**config.mk**
```make
export PLATFORM = sky130hd
export DESIGN_NAME = dst_stream_out
export DESIGN_NICKNAME = d
export VERILOG_FILES = /design/src/rtl/tiny_dnn_pkg.sv /design/src/rtl/stream_skid2.sv /design/src/rtl/dst_stream_out.sv
export SDC_FILE = /design/constraint.sdc
export NUM_CORES = 1
export LEC_CHECK = 0
export BUFFER_PORTS_ARGS = -buffer_cell sky130_fd_sc_hd__buf_4
export CAP_MARGIN = 25
export CORE_ASPECT_RATIO = 0.75
export CORE_MARGIN = 3
export CORE_UTILIZATION = 55
export CTS_BUF_LIST = sky130_fd_sc_hd__clkbuf_4 sky130_fd_sc_hd__clkbuf_8 sky130_fd_sc_hd__clkbuf_16
export DETAILED_ROUTE_END_ITERATION = 8
export GPL_TIMING_DRIVEN = 1
export PLACE_DENSITY = 0.82
export RECOVER_POWER = 100
export SYNTH_ARGS = -nofsm -noshare
export SYNTH_HDL_FRONTEND = slang
export SYNTH_HIERARCHICAL = 1
export SYNTH_SLANG_ARGS = --single-unit
```
**constraint.sdc**
```tcl
create_clock -name clk -period 4.6 [get_ports clk]
set_input_delay 0.69 -clock clk [delete_from_list [all_inputs] [get_ports clk]]
set_output_delay 0.69 -clock clk [all_outputs]
set_load 0.02 [all_outputs]
```
**src/rtl/tiny_dnn_pkg.sv**
```systemverilog
// Shared types and constants for the dst_buf side of the tiny DNN core.
package tiny_dnn_pkg;

    localparam int DST_AW = 11;
    localparam int DST_DW = 32;
    localparam int DST_LW = 12;

    typedef enum logic [1:0] {
        IDLE,
        READ,
        DRAIN
    } dst_state_t;

    // A zero length request means a full bank.
    function automatic logic [DST_LW-1:0] dst_len(input logic [DST_LW-1:0] l);
        return (l == '0) ? DST_LW'(1 << DST_AW) : l;
    endfunction

endpackage

```
**src/rtl/stream_skid2.sv**
```systemverilog
// Two-entry skid FIFO carrying a tlast tag per entry.
module stream_skid2 #(
    parameter int W = 64
) (
    input  logic         clk,
    input  logic         reset,
    input  logic         push,
    input  logic [W-1:0] push_data,
    input  logic         push_last,
    input  logic         pop,
    output logic         valid,
    output logic [W-1:0] data,
    output logic         last,
    output logic [1:0]   count
);

    logic [W-1:0] mem [2];
    logic [1:0]   tag;
    logic         wr_ptr;
    logic         rd_ptr;
    logic         do_pop;

    assign valid  = (count != 2'd0);
    assign do_pop = pop & valid;
    assign data   = mem[rd_ptr];
    assign last   = tag[rd_ptr] & valid;

    always_ff @(posedge clk or posedge reset) begin
        if (reset) begin
            mem[0] <= '0;
            mem[1] <= '0;
            tag    <= '0;
            wr_ptr <= 1'b0;
            rd_ptr <= 1'b0;
            count  <= 2'd0;
        end else begin
            if (push) begin
                mem[wr_ptr] <= push_data;
                tag[wr_ptr] <= push_last;
                wr_ptr      <= ~wr_ptr;
            end
            if (do_pop)
                rd_ptr <= ~rd_ptr;
            unique case ({push, do_pop})
                2'b10:   count <= count + 2'd1;
                2'b01:   count <= count - 2'd1;
                default: count <= count;
            endcase
        end
    end

endmodule

```
**src/rtl/dst_stream_out.sv**
```systemverilog
// Drains one dst_buf bank onto a 64-bit AXI-Stream master.
module dst_stream_out
    import tiny_dnn_pkg::*;
#(
    parameter int AW = DST_AW,
    parameter int DW = DST_DW,
    parameter int LW = DST_LW
) (
    input  logic            clk,
    input  logic            reset,
    input  logic            start,
    input  logic            bank,
    input  logic [AW-1:0]   base,
    input  logic [LW-1:0]   len,
    input  logic            run,
    output logic            busy,
    output logic            done,
    output logic            dst_v,
    output logic [12:0]     dst_a,
    input  logic [DW-1:0]   dst_d0,
    input  logic [DW-1:0]   dst_d1,
    output logic [2*DW-1:0] m_tdata,
    output logic            m_tvalid,
    input  logic            m_tready,
    output logic            m_tlast
);

    dst_state_t    state;
    dst_state_t    state_nx;
    logic          bank_q;
    logic [AW-1:0] base_q;
    logic [LW-1:0] len_q;
    logic [LW-1:0] issue_cnt;
    logic [AW-1:0] addr;
    logic          inflight;
    logic          inflight_last;
    logic [1:0]    fifo_count;
    logic [2:0]    occ;
    logic          pop;
    logic          issue;
    logic          issue_last;
    logic          beat_last;

    assign pop        = m_tvalid & m_tready;
    assign beat_last  = pop & m_tlast;
    assign issue_last = (issue_cnt == len_q - LW'(1));
    assign addr       = base_q + issue_cnt[AW-1:0];

    // Occupancy after this edge; the next read lands one cycle later.
    assign occ = {1'b0, fifo_count} + {2'b0, inflight} - {2'b0, pop};

    always_ff @(posedge clk or posedge reset) begin
        if (reset)
            state <= IDLE;
        else
            state <= state_nx;
    end

    always_comb begin
        state_nx = state;
        unique case (state)
            IDLE:    if (start) state_nx = READ;
            READ:    if (issue && issue_last) state_nx = DRAIN;
            DRAIN:   if (beat_last) state_nx = IDLE;
            default: state_nx = IDLE;
        endcase
    end

    always_comb begin
        busy  = 1'b0;
        issue = 1'b0;
        dst_v = 1'b0;
        dst_a = '0;
        unique case (state)
            READ: begin
                busy  = 1'b1;
                issue = ~run & (occ < 3'd2);
                dst_v = issue;
                dst_a = {bank_q, 1'b0, addr};
            end
            DRAIN: begin
                busy  = 1'b1;
                dst_a = {bank_q, 1'b0, addr};
            end
            default: ;
        endcase
    end

    always_ff @(posedge clk or posedge reset) begin
        if (reset) begin
            bank_q        <= 1'b0;
            base_q        <= '0;
            len_q         <= '0;
            issue_cnt     <= '0;
            inflight      <= 1'b0;
            inflight_last <= 1'b0;
            done          <= 1'b0;
        end else begin
            if (state == IDLE && start) begin
                bank_q    <= bank;
                base_q    <= base;
                len_q     <= dst_len(len);
                issue_cnt <= '0;
            end else if (issue) begin
                issue_cnt <= issue_cnt + LW'(1);
            end
            inflight      <= issue;
            inflight_last <= issue & issue_last;
            done          <= (state == DRAIN) & beat_last;
        end
    end

    stream_skid2 #(
        .W(2*DW)
    ) u_skid (
        .clk       (clk),
        .reset     (reset),
        .push      (inflight),
        .push_data ({dst_d1, dst_d0}),
        .push_last (inflight_last),
        .pop       (m_tready),
        .valid     (m_tvalid),
        .data      (m_tdata),
        .last      (m_tlast),
        .count     (fifo_count)
    );

endmodule

```
==> results.py, run 1 <==
metrics = {
    "status": {
        "status": "finished, violations left",
        "failed_checks": "capacitance limit, slew limit",
    },
    "routing": {
        "ant_nets": 0,
        "wl_per_cell_um": 18.9,
        "drcViolationCount": 0,
        "num_vias": 5994,
        "first_pass_iters": 4,
        "vias_per_cell": 5.57,
        "wirelength_mm": 20.3,
        "dr.first_iter.drc_count": 333,
    },
    "logic_synthesis": {
        "yosysSeqAreaShare_pct": 49.9,
        "yosys_warnings": 6,
        "synth_top_area_share_pct": 49.9,
        "ys_async_sr_fraction_pct": 100,
        "yosys.area.top_type": "dfrtp_1",
        "synth_common_cells": "dfrtp_1, mux2_2, nand2_1, mux2_1, mux2_4",
        "synth.distinct_cells": 57,
        "ys_ff_latch": 175,
        "yosys-top-cells-area": "dfrtp_1, mux2_2, mux2_4",
        "syn_avg_cell_area_sq_um": 12.7,
        "syn_area_sq_mm": 0.00878,
        "synth_edf_count": 0,
        "syn-num-nets": 804,
        "synth_cells": 691,
        "yosysMostFrequentCell": "dfrtp_1",
        "synthFlopType": "dfrtp_1",
    },
    "floorplan": {
        "die_w_um": 152,
        "initial_core_util_pct": 56.9,
        "core.rowCount": 39,
        "ioPinCount": 175,
        "die-area_sq_mm": 0.0175,
        "coreArea_sq_mm": 0.0154,
        "die_y_um": 115,
    },
    "cells_and_area": {
        "syn2layout_area_growth_pct": 17.1,
        "diodes": 0,
        "nets": 972,
        "drive_gt1_share_pct": 27.3,
    },
    "place": {
        "io_buffers": 173,
        "hpwl_mm": 14.4,
        "dpl_worst_slack_ps": 948,
        "gp_congestion": 0.921,
    },
    "power_and_ir_drop": {
        "seqPwrFrac_pct": 36.8,
        "clockPowerShare_pct": 18.7,
        "p_per_area_mw_per_mm2": 735,
        "ir_drop_uv": 384,
        "p_int_mw": 4.52,
        "p_switching_mw": 3.04,
        "combPwrFrac_pct": 44.6,
        "leakagePower_nw": 4.60,
        "switching_share_pct": 40.2,
    },
    "grt": {
        "grt_pass1_vias": 6201,
        "grt_pass1_wl_mm": 33.6,
        "grt_max_degree": 56,
        "grt_overflow_total": 0,
        "antenna_found_initial": 0,
        "grtUsageTotal_pct": 24.1,
    },
    "clock_tree": {
        "cts-root-buf": "clkbuf_16",
        "clk_latency_ps": 420,
        "cts.sinks": 175,
        "cts_setup_buffers": 0,
        "cts_resized": 0,
        "h-tree-depth": 4,
        "cts_tree": "yes",
        "clk_pin_slew_ps": 70,
        "ctsHoldBuffers": 0,
        "cts_buffers": 17,
        "cts_buffer_depth": 2,
    },
    "min_path": {
        "hold_class": "in2reg",
        "worstHoldStart": "base[2]",
        "hold_depth": 3,
        "min_to": "base_q[2]$_DFFE_PP0P_",
    },
    "worst_setup_path": {
        "cp-start-kind": "flop",
        "cp.arrival_ps": 3220,
        "r2r_cells": 14,
        "crit_path_end_kind": "primary output",
        "worst_ep_required_time_ps": 3910,
        "crit_type": "reg2out",
        "cp_max_fo": 40,
        "r2r_end": "state[0]$_DFFE_PP0P_",
        "worstReg2RegStart": "u_skid/count[1]$_DFFE_PP0P_",
        "r2r_setup_slack_ps": 830,
    },
    "sta": {
        "max_freq_mhz": 256,
        "fin_crit_sh_pct": 84.9,
        "setup_viol": 0,
        "slew_headroom_pct": -53.5,
        "tns_ps": 0,
        "tightest_slew_ps": 2300,
        "final-hold-violation-count": 0,
        "fin_skew_ps": 7.69,
        "maxSlewViolCount": 298,
        "rsz0062_at_grt": "false",
        "fin_ws_ps": 693,
        "layout_min_cycle_time_ps": 3910,
    },
    "flow_run": {
        "maxCapViolCount": 7,
    },
}
## cells in the final DEF, fill, tap and decap left out, drive strengths merged, types with 17 or more instances in the layout
cell type    n
nor2        29
xnor2       21
dfrtp      175
nand2       79
o21ai       17
ha          18
mux2       195
buf        104
inv         25
clkbuf      95
## power groups by stage
| stage | sequential, mW | clock (mW) | combinational [mW] |
|---|---|---|---|
| 6_report | 2.78 | 1.41 | 3.37 |
| 5_1_grt | 2.87 | 1.51 | 3.66 |
| 4_1_cts | 2.78 | 1.44 | 4.00 |
| 3_5_place_dp | 2.81 | 0 | 3.96 |
| 3_3_place_gp | 2.74 | 0 | 3.87 |
| 2_1_floorplan | 2.57 | 0 | 2.86 |
## sequential cells by signal, indices dropped and copies added, names as in the netlist, 2 cells and up
register      flops
u_skid/count      2
u_skid/tag        2
u_skid/mem      128
len_q            12
issue_cnt        12
state             2
base_q           11
## critical path: stages, from the launching register on
cell and delay, ps:
dfrtp_1 1500, clkbuf_1 660, mux2i_1 210, nor2_1 220
buf_4 190
## routing by layer
metal / GRT usage [%] / vias up / wire [um]
met5: 0 / - / 0
met4: 7.66 / 0 / 312
met3: 6.51 / 25 / 1310
met2: 37.9 / 199 / 9530
met1: 33.0 / 3029 / 9150
li1: - / 2741 / -
## how the worst max path moves through the flow
stage                                startpoint                          end  slack [ps]  cells past startpoint
floorplan                                 reset  u_skid/count[0]$_DFFE_PP0P_         330                      1
finish                u_skid/rd_ptr$_DFFE_PP0P_                      m_tlast         690                      4
global placement                       m_tready         state[0]$_DFFE_PP0P_        1080                     13
global route          u_skid/rd_ptr$_DFFE_PP0P_                      m_tlast         390                      4
CTS                 u_skid/count[1]$_DFFE_PP0P_         state[0]$_DFFE_PP0P_        1040                     14
detailed placement                     m_tready         state[0]$_DFFE_PP0P_         950                     13
## logic make-up (layout without fill, tap and decap cells)
| family | Yosys count | after routing | share of synthesized area (%) |
|---|---|---|---|
| mux | 197 | 197 | 27.4 |
| flops | 175 | 175 | 49.9 |
| simple gates | 161 | 161 | 8.52 |
| buf+inv | 53 | 234 | 3.56 |
| compound gates | 50 | 50 | 3.96 |
| xor+xnor | 34 | 34 | 3.61 |
| fa+ha+maj | 20 | 20 | 3.02 |
| other cells | 1 | 1 | 0.0427 |
## layout make-up
class | count | area, sq um
Clock buffer | 17 | 425
Clock inverter | 15 | 154
Fill cell | 1257 | 5140
Inverter | 20 | 76.3
Multi-Input combinational cell | 463 | 3910
Sequential cell | 175 | 4380
Tap cell | 205 | 256
Timing Repair Buffer | 182 | 1080
## stage by stage
stage	area (sq um)	hold WS (ps)	utilization (%)	power, mW	std cells
after global routing	10300	447	66.7	8.04	1077
final	10300	456	66.7	7.55	1077
after global placement	10200	453	66.0	6.60	1045
after floorplan	8780	437	-	5.43	691
after CTS	10800	376	69.8	8.23	1077
after detailed placement	10200	460	66.0	6.77	1045
No activity file was read; power rests on OpenSTA's default activity.
==> run 2: changes to the inputs <==
--- a/config.mk
+++ b/config.mk
@@ -5,6 +5,7 @@
 export SDC_FILE = /design/constraint.sdc
 export NUM_CORES = 1
 export LEC_CHECK = 0
+export ABC_AREA = 1
 export BUFFER_PORTS_ARGS = -buffer_cell sky130_fd_sc_hd__buf_4
 export CAP_MARGIN = 25
 export CORE_ASPECT_RATIO = 0.75
==> constraint.sdc (replaced) <==
create_clock -name clk -period 3.75 [get_ports clk]
set_input_delay 0.5625 -clock clk [delete_from_list [all_inputs] [get_ports clk]]
set_output_delay 0.5625 -clock clk [all_outputs]
set_load 0.02 [all_outputs]
==> results.py, run 2 <==
metrics = {
    "sta": {
        "fin_crit_sh_pct": 88.8,
        "layout_min_cycle_time_ps": 3330,
        "final-hold-violation-count": 0,
        "max_freq_mhz": 300,
        "slew_headroom_pct": -9.10,
        "tns_ps": 0,
        "fin_skew_ps": 7.29,
        "rsz0062_at_grt": "false",
        "tightest_slew_ps": 1630,
        "setup_viol": 0,
        "fin_ws_ps": 419,
        "maxSlewViolCount": 181,
    },
    "logic_synthesis": {
        "yosys-top-cells-area": "dfrtp_1, nand2_1, inv_1",
        "synth.distinct_cells": 37,
        "syn_avg_cell_area_sq_um": 7.82,
        "syn_area_sq_mm": 0.00881,
        "synthFlopType": "dfrtp_1",
        "yosysSeqAreaShare_pct": 49.7,
        "syn-num-nets": 1240,
        "ys_ff_latch": 175,
        "synth_common_cells": "nand2_1, dfrtp_1, inv_1, o21ai_0, o21ai_1",
        "synth_edf_count": 0,
        "yosysMostFrequentCell": "nand2_1",
        "synth_cells": 1127,
        "ys_async_sr_fraction_pct": 100,
        "synth_top_area_share_pct": 49.7,
        "yosys_warnings": 6,
        "yosys.area.top_type": "dfrtp_1",
    },
    "cells_and_area": {
        "regMostFlops": "u_skid/mem",
        "final_common_cell": "nand2_1",
        "stdcell_count": 1500,
        "fill_cells": 1403,
        "syn2layout_area_growth_pct": 16.6,
        "mostFrequentLayoutCells": "nand2_1, dfrtp_1, o21ai_0",
        "diodes": 0,
        "drive_gt1_share_pct": 11.2,
        "largest_register_ffs": 128,
        "multi_input_area_sq_mm": 0.00355,
        "regArea_sq_mm": 0.00438,
        "reg_top3": "u_skid/mem: 128 flops, issue_cnt: 12 flops, len_q: 12 flops",
        "nets": 1396,
        "fin_area_sq_mm": 0.0103,
    },
    "routing": {
        "wirelength_mm": 21.1,
        "first_pass_iters": 5,
        "vias_per_cell": 5.10,
        "num_vias": 7655,
        "ant_nets": 0,
        "dr.first_iter.drc_count": 662,
        "wl_per_cell_um": 14.0,
        "drcViolationCount": 0,
    },
    "worst_setup_path": {
        "cp_cell_sequence": "nor2_1 -> inv_1 -> nand2_1 -> inv_1 -> ha_1 -> inv_1 -> nand2_1 -> fa_1 -> nand3b_1 -> nor2_4 -> clkbuf_1",
        "path_common_cell": "inv_1",
        "r2r_cells": 17,
        "crit_path_end_kind": "primary output",
        "r2r_end": "issue_cnt[11]$_DFFE_PP0P_",
        "r2r_setup_slack_ps": 440,
        "worst_ep_required_time_ps": 3190,
        "worstReg2RegStart": "u_skid/count[1]$_DFFE_PP0P_",
        "cp_max_fo": 6,
        "cpMaxStageDelayCell": "fa_1",
        "max_stage_delay_ps": 510,
        "cp.arrival_ps": 2770,
        "cp-start-kind": "flop",
        "crit_type": "reg2out",
    },
    "floorplan": {
        "die_y_um": 116,
        "initial_core_util_pct": 57.0,
        "coreArea_sq_mm": 0.0155,
        "die_w_um": 152,
        "ioPinCount": 175,
        "die-area_sq_mm": 0.0176,
        "core.rowCount": 39,
    },
    "place": {
        "post_dp_cell_area_sq_mm": 0.0102,
        "hpwl_mm": 14.7,
        "io_buffers": 173,
        "dp.cells": 1468,
        "dpl_worst_slack_ps": 812,
        "gp_congestion": 0.891,
    },
    "clock_tree": {
        "cts_buffers": 17,
        "clk_latency_ps": 420,
        "cts_setup_buffers": 0,
        "cts_tree": "yes",
        "ctsHoldBuffers": 0,
        "cts.sinks": 175,
        "cts-root-buf": "clkbuf_16",
        "h-tree-depth": 4,
        "clk_pin_slew_ps": 60,
        "cts_resized": 0,
        "cts_buffer_depth": 2,
    },
    "power_and_ir_drop": {
        "leakagePower_nw": 5.52,
        "ir_drop_uv": 474,
        "power_mw": 9.02,
        "p_per_area_mw_per_mm2": 878,
    },
    "grt": {
        "grt_pass1_wl_mm": 34.8,
        "grt_pass1_vias": 7169,
        "grt_overflow_total": 0,
        "grtUsageTotal_pct": 24.3,
        "antenna_found_initial": 0,
        "grt_max_degree": 103,
    },
    "flow_run": {
        "maxCapViolCount": 3,
    },
    "status": {
        "status": "finished, violations left",
        "failed_checks": "capacitance limit, slew limit",
    },
    "min_path": {
        "hold_class": "in2async",
    },
}
-- run 2: changes by cell type after synthesis, sizes merged, moves of 4 or more --
cell,delta
clkbuf,+16
xnor2,-20
and2,-5
nand2,+388
nand3,+20
inv,+108
a21oi,+14
o21ai,+146
and3,-4
mux2,-195
nor3b,-4
nand2b,-5
-- run 2: area by class of cell --
cell class	instances	share of cell area, %
repair buffers	188	10.3
well taps	205	2.50
multi-input cells	773	34.5
inverters	128	4.69
clock inverters	11	0.792
clock buffers	20	4.54
flip-flops and latches	175	42.6
-- run 2: critical path, delay by kind of cell, from the launching register on --
family | cells | cell delay, ps
adders and majority gates | 2 | 770
and+or+nand+nor | 5 | 680
buffers and inverters | 4 | 470
DFF | 1 | 440
-- run 2: worst max-delay path by stage --
stage                                      from                   endpoint  slack [ps]  depth (start not counted)
floorplan           u_skid/count[1]$_DFFE_PP0P_       state[0]$_DFFE_PP0P_         920                         19
global placement    u_skid/count[1]$_DFFE_PP0P_       state[0]$_DFFE_PP0P_         940                         20
detailed placement  u_skid/count[1]$_DFFE_PP0P_  issue_cnt[11]$_DFFE_PP0P_         810                         17
CTS                 u_skid/count[1]$_DFFE_PP0P_                      dst_v         490                         12
global route        u_skid/count[1]$_DFFE_PP0P_  issue_cnt[11]$_DFFE_PP0P_         130                         17
finish              u_skid/count[1]$_DFFE_PP0P_                      dst_v         420                         11
-- run 2: per-stage QoR --
| step | hold WS, ps | util [%] |
|---|---|---|
| after floorplan | 449 | - |
| after global placement | 465 | 66.1 |
| after detailed placement | 468 | 66.1 |
| after CTS | 315 | 69.6 |
| after global routing | 221 | 66.4 |
| final | 179 | 66.4 |
-- run 2: cells by family after synthesis --
kind of cell	synth area share [%]
and+or+nand+nor	25.0
AOI/OAI and AO/OA	12.3
buffers and inverters	8.73
DFF	49.7
adders and majority gates	3.01
xor gates and xnor gates	1.19
other	0.0426
-- run 2: routing by layer --
| metal | track usage [%] | share of wire (%) |
|---|---|---|
| met5 | 0 | 0 |
| met4 | 6.11 | 1.1 |
| met3 | 6.16 | 7.1 |
| met2 | 37.6 | 45 |
| met1 | 34.7 | 47 |
-- run 2: report_power, final --
group | internal, mW | switching, mW | total (mW)
Sequential | 2.74 | 0.501 | 3.24
Combinational | 1.26 | 2.89 | 4.15
Clock | 0.903 | 0.728 | 1.63
Total | 4.90 | 4.12 | 9.02
